$ cat src/rtl/cache_arbiter_pkg.sv
// Shared types for the cacheline memory-port arbiter: FSM states and requester ids.
package arb_types;

  typedef enum logic [2:0] {
    IDLE    = 3'd0,
    I_RD    = 3'd1,
    D_RD    = 3'd2,
    D_WR    = 3'd3,
    RECOVER = 3'd4
  } arb_state_t;

  typedef enum logic {
    ICACHE = 1'b0,
    DCACHE = 1'b1
  } arb_src_t;

endpackage

$ cat src/rtl/cache_arbiter_rr_pick.sv
// Combinational winner select between icache and dcache line requests.
// grant_src encodes arb_src_t (0 = icache, 1 = dcache).
module arb_rr_pick
  import arb_types::*;
#(
  parameter bit RR_EN = 1'b1
) (
  input  logic i_req,
  input  logic d_req,
  input  logic last_grant,
  output logic grant_vld,
  output logic grant_src
);

  always_comb begin
    grant_vld = i_req | d_req;
    grant_src = DCACHE;
    if (i_req && !d_req)
      grant_src = ICACHE;
    // On a tie, round-robin hands the port to whoever did not have it last.
    else if (i_req && d_req && RR_EN && (last_grant == DCACHE))
      grant_src = ICACHE;
  end

endmodule

$ cat src/rtl/cache_arbiter.sv
// Serialises icache line reads and dcache reads/writebacks onto one cacheline
// adaptor port; one transaction at a time, with a one-cycle recover gap after each.
module cache_arbiter
  import arb_types::*;
#(
  parameter int LINE_W = 256,
  parameter int ADDR_W = 32,
  parameter bit RR_EN  = 1'b1
) (
  input  logic              clk,
  input  logic              reset,
  input  logic              i_mem_read,
  input  logic [ADDR_W-1:0] i_mem_address,
  output logic [LINE_W-1:0] i_mem_rdata,
  output logic              i_mem_resp,
  input  logic              d_mem_read,
  input  logic              d_mem_write,
  input  logic [ADDR_W-1:0] d_mem_address,
  input  logic [LINE_W-1:0] d_mem_wdata,
  output logic [LINE_W-1:0] d_mem_rdata,
  output logic              d_mem_resp,
  output logic              pmem_read,
  output logic              pmem_write,
  output logic [ADDR_W-1:0] pmem_address,
  output logic [LINE_W-1:0] pmem_wdata,
  input  logic [LINE_W-1:0] pmem_rdata,
  input  logic              pmem_resp
);

  arb_state_t        state_q, state_d;
  arb_src_t          last_grant_q;
  logic [ADDR_W-1:0] addr_q;
  logic [LINE_W-1:0] wdata_q;
  logic              grant_vld, grant_src, grant_take;

  arb_rr_pick #(.RR_EN(RR_EN)) u_pick (
    .i_req      (i_mem_read),
    .d_req      (d_mem_read | d_mem_write),
    .last_grant (last_grant_q),
    .grant_vld  (grant_vld),
    .grant_src  (grant_src)
  );

  assign grant_take = (state_q == IDLE) && grant_vld;

  always_ff @(posedge clk or posedge reset) begin
    if (reset) state_q <= IDLE;
    else       state_q <= state_d;
  end

  // Request copies are frozen at the grant edge so cache-side changes mid-burst are ignored.
  always_ff @(posedge clk or posedge reset) begin
    if (reset) begin
      last_grant_q <= ICACHE;
      addr_q       <= '0;
      wdata_q      <= '0;
    end else if (grant_take) begin
      last_grant_q <= arb_src_t'(grant_src);
      addr_q       <= (grant_src == DCACHE) ? d_mem_address : i_mem_address;
      if ((grant_src == DCACHE) && d_mem_write)
        wdata_q <= d_mem_wdata;
    end
  end

  always_comb begin
    state_d = state_q;
    unique case (state_q)
      IDLE:
        if (grant_vld) begin
          if (grant_src == ICACHE) state_d = I_RD;
          else if (d_mem_write)    state_d = D_WR;  // read+write together resolves to write
          else                     state_d = D_RD;
        end
      I_RD, D_RD, D_WR:
        if (pmem_resp) state_d = RECOVER;
      RECOVER: state_d = IDLE;
      default: state_d = IDLE;
    endcase
  end

  always_comb begin
    pmem_read  = 1'b0;
    pmem_write = 1'b0;
    i_mem_resp = 1'b0;
    d_mem_resp = 1'b0;
    case (state_q)
      I_RD: begin pmem_read  = 1'b1; i_mem_resp = pmem_resp; end
      D_RD: begin pmem_read  = 1'b1; d_mem_resp = pmem_resp; end
      D_WR: begin pmem_write = 1'b1; d_mem_resp = pmem_resp; end
      default: ;
    endcase
  end

  assign pmem_address = addr_q;
  assign pmem_wdata   = wdata_q;
  assign i_mem_rdata  = pmem_rdata;
  assign d_mem_rdata  = pmem_rdata;

`ifndef SYNTHESIS
  a_d_rw_excl: assert property (@(posedge clk) disable iff (reset) !(d_mem_read && d_mem_write))
    else $error("cache_arbiter: d_mem_read and d_mem_write high together");
`endif

endmodule
$ cat config.mk
export PLATFORM = sky130hd
export DESIGN_NAME = cache_arbiter
export DESIGN_NICKNAME = d
export VERILOG_FILES = /design/src/rtl/cache_arbiter_pkg.sv /design/src/rtl/cache_arbiter_rr_pick.sv /design/src/rtl/cache_arbiter.sv
export SDC_FILE = /design/constraint.sdc
export NUM_CORES = 1
export LEC_CHECK = 0
export ABC_AREA = 1
export CAP_MARGIN = 20
export CORE_AREA = 2 2 545 547
export DETAILED_ROUTE_END_ITERATION = 10
export DIE_AREA = 0 0 547 549
export PLACE_DENSITY = 0.3
export SLEW_MARGIN = 40
export SYNTH_ARGS = -nofsm -noshare
export SYNTH_HDL_FRONTEND = slang
export SYNTH_HIERARCHICAL = 1
export SYNTH_SLANG_ARGS = --single-unit
export TNS_END_PERCENT = 20
$ cat constraint.sdc
create_clock -name clk -period 10.3 [get_ports clk]
set_input_delay 2.06 -clock clk [delete_from_list [all_inputs] [get_ports clk]]
set_output_delay 2.06 -clock clk [all_outputs]
set_load 0.01 [all_outputs]
* Word level (Yosys, flattened, before mapping)
Cells that the tools add are included.
** Word-level totals
- Word-level logic and storage cells :: 35
- Latch bits :: 0
- Output and inout bits :: 804
- Memories :: 0
- Register bits :: 292
- Memory bits (writable) :: 0
- Memory bits (read-only) :: 0
** Cells by class
- Reductions and logical operators :: 12
- Order comparisons :: 0
- Divide/modulo/power cells :: 0
- Equal/unequal tests :: 5
- Multiplexer cells :: 12
- $mul :: 0
- Bitwise gates (word level) :: 2
- $add $sub $neg :: 0
- Shift operators :: 0
** Operators with widths (count)
- $mux W32 :: 1
- $mux W1 :: 7
- $eq A3 B2 Y1 const B :: 2
- $mux W3 :: 2
- $pmux W3 S2 :: 1
- $logic_and A1 B1 Y1 :: 5
- $ne A2 B2 Y1 const B :: 2
- $reduce_and A2 Y1 :: 2
- $reduce_or A2 Y1 :: 2
- $eq A3 B1 Y1 const B :: 1
- $logic_not A3 Y1 :: 1
- $reduce_or A3 Y1 :: 1
- $mux W2 :: 1
- $or A1 B1 Y1 :: 2
- $logic_not A1 Y1 :: 1

* Depth between registers and ports, before layout
- Word-level depth :: 8
- Depth in mapped cells :: 11
- Mapped depth without buffers :: 8

* By module
Netlist, hierarchy kept.
** Modules (own cells, without submodules)
- cache_arbiter :: seq. area each 7307.0 um^2, times used 1, cells each 1868, area each 15309.7 um^2
- arb_rr_pick :: seq. area each 0.0 um^2, times used 1, cells each 4, area each 17.5 um^2

* Worst setup path before layout
No wires, ideal clock.
- Path kind :: input-to-output
- Start point :: input pmem_resp
- End point :: output d_mem_resp
- Path buffers :: 0
- Stages :: 2
- Setup slack :: 5966 ps
- Data required time :: 8240 ps
- Arrival :: 2274 ps
- Cell sequence :: inv_1 > nor2_1
** Between the ends
- Word-level cells in the longest chain between the ends :: 1
** Ends and longest elaborated chain
- start: declaration :: line cache_arbiter.sv:27 : input logic pmem_resp
- $mux W1 :: line cache_arbiter.sv:86 : case (state_q)
- end: declaration :: line cache_arbiter.sv:21 : output logic d_mem_resp,
Every way passes these cells.

* Worst setup path in the final report
Ends and elaborated chain as after synthesis.

==> metrics.csv <==
metric,value,unit
status,completed,
Synth Cell Area,15300,µm²
Highest Clock Rate,171,MHz
FF+latch area,7310,µm²
final worst-path cycle share,56.8,%
required time of the critical path,8.24,ns
Pwr per Cell Area,294,nW/µm²
hold buffer count at cts,0,
syn avg cell area,8.19,µm²
Die W,547,µm
drt wl/cell,22.8,µm
Hold/Removal Path Class,reg2reg,
die area,300000,µm²
slew margin rel.,44.8,%
Synthesis Warnings,6,
RR Startpoint,last_grant_q,
multi-input logic area,3740,µm²
initial antenna violation count,58,
most frequent cells in the layout,"nand2_1, clkdlybuf4s50_1, dfrtp_1",
Antenna Nets Post-Route,0,
largest family of logic cells by synthesized area,buffers and inverters,
vias after detailed routing,12324,
post-synth top area share,47.7,%
Arrival @ worst endpoint,3.79,ns
Final Hold Viols,0,
vias per cell,2.07,
Sum Neg Setup Slack,0,ns
xor/xnor share of the synthesized area,0,%
Post-Synthesis Net Count,2454,
Worst Tran Pin Value,0.829,ns
post-CTS resize count,0,
GRT Overall Usage,8.76,%
detailed placer's ending HPWL,113,mm
"wirelength, routed",136,mm
Post-Synth Simple-Gate Area,24.3,%
"most common cell after layout, fill and taps aside",nand2_1,
sequential element share of the synthesized area,47.7,%
number of synthesized register bits,292,
clock-pin slew on the worst setup and hold paths,0.05,ns
Port Buffers,617,
cells after synthesis,1872,
CTS root buffer,clkbuf_16,
reg-to-reg endpoint,pmem_wdata[221],
Num CTS Buffers,49,
Max Cap Viol,0,
drt drc,0,
placed insts,5864,
min Tclk post-route,5.85,ns
clock buffer depth,3,
largest net degree at the start of global routing,96,
Setup WS post-layout,4.45,ns
Core ar.,295000,µm²
Leakage Power,0.00983,µW
share of post-route cells with drive strength above 1,5.40,%
Layout area overhead,57.6,%
placer congestion estimate,0.789,
post-CTS setup buffers,0,
nets@finish,2558,
maximum vdd ir drop,0.128,mV
TritonCTS clock tree,done,
crit path launch type,input pin,
Sink Count,292,
first drt pass iteration count,5,
WHS Path Cells,2,
crit path kind,in2out,
Yosys top cell by area,dfrtp_1,
H-Tree Depth,2,
# rows,200,
FF-to-FF setup slack,7.35,ns
unrepaired setup endpoints after global routing,no,
# fillers,34437,
first-pass GRT wire length,166,mm
worst hold start,pmem_wdata[131],
initial DRC count,667,
Synth area leaders,"dfrtp_1, buf_4, nand2_1, buf_2, clkbuf_1",
vias in the first global route,13137,
clk_lat worst skew,0.71,ns
worst-path maximum fanout,3,
"Setup violations, final",0,
Setup WS pre-CTS,4.43,ns
Synth Area in Compound Gates,0.0653,%
Slew Limit Fails,0,
Worst Hold End,pmem_wdata[131],
global route overflow,0,
final std cells w/o fill,5964,
post-synthesis mux area share,0,%
# IOs,1386,
Critical Path Sink Type,primary output,
Die Y-Extent,549,µm
R2R cell count,10,
Starting Density,5.20,%
Worst Clk Skew,0.0311,ns
adder-cell area share of the yosys netlist,0,%
Synth cell types,16,
==> sequential cells by signal (all words and copies together), names as in the netlist <==
name,count
last_grant_q,1
pmem_address,32
pmem_wdata,256
state_q,3
==> metrics by stage <==
step	power (µW)	area, µm²	hold slack, ns	util (%)
after floorplan	3200	15300	0.449	-
after detailed placement	5400	22400	0.464	7.59
after global routing	7750	24100	0.491	8.18
final	7110	24100	0.474	8.19
after CTS	7420	24100	0.479	8.18
after global placement	5420	22300	0.461	7.57
==> cells in the mapped netlist (all sizes together) <==
cell type	n
clkinv	1
nand3	3
nand2	974
dfrtp	292
o21ai	2
nand4	2
clkbuf	10
nor2	5
buf	571
or2	2
inv	10
==> metal layers <==
layer,part of all wire (%),wire [µm],up-vias,global-route usage [%]
li1,-,-,5332,-
met4,6.5,8840,6,5.07
met2,38,51200,993,11.8
met3,25,34000,421,9.88
met5,0.11,155,-,0.364
met1,31,41500,5572,7.69
==> worst max-delay path by stage <==
stage              endpoint  slack (ns)      start
2_1_floorplan  last_grant_q        0.18      reset
3_3_place_gp     d_mem_resp        4.42  pmem_resp
3_5_place_dp     d_mem_resp        4.43  pmem_resp
4_1_cts          d_mem_resp        4.43  pmem_resp
5_1_grt          d_mem_resp        4.45  pmem_resp
6_report         d_mem_resp        4.45  pmem_resp
==> critical path: stages <==
cell and delay (ns):
clkdlybuf4s50_1 0.54, inv_1 0.20, nor2_1 0.31, clkdlybuf4s50_1 0.67
==> cell type report <==
type | count | share of cell area [%]
clock buffer | 72 | 6.02
inverter | 11 | 0.212
sequential | 292 | 30.3
tap | 3939 | 20.4
timing repair buffer | 634 | 26.3
clock inverter | 20 | 1.21
antenna | 8 | 0.0829
multi-input combinational | 988 | 15.5
==> power by group <==
group	total (µW)	internal, µW	switching [µW]
Combinational	3210	1280	1930
Clock	1860	1110	757
Sequential	2030	1680	348
==> logic make-up after synthesis <==
group                  Yosys count
AOI/OAI and AO/OA                2
buffers and inverters          592
DFF                            292
and+or+nand+nor                986
(Power assumes the default switching activity.)
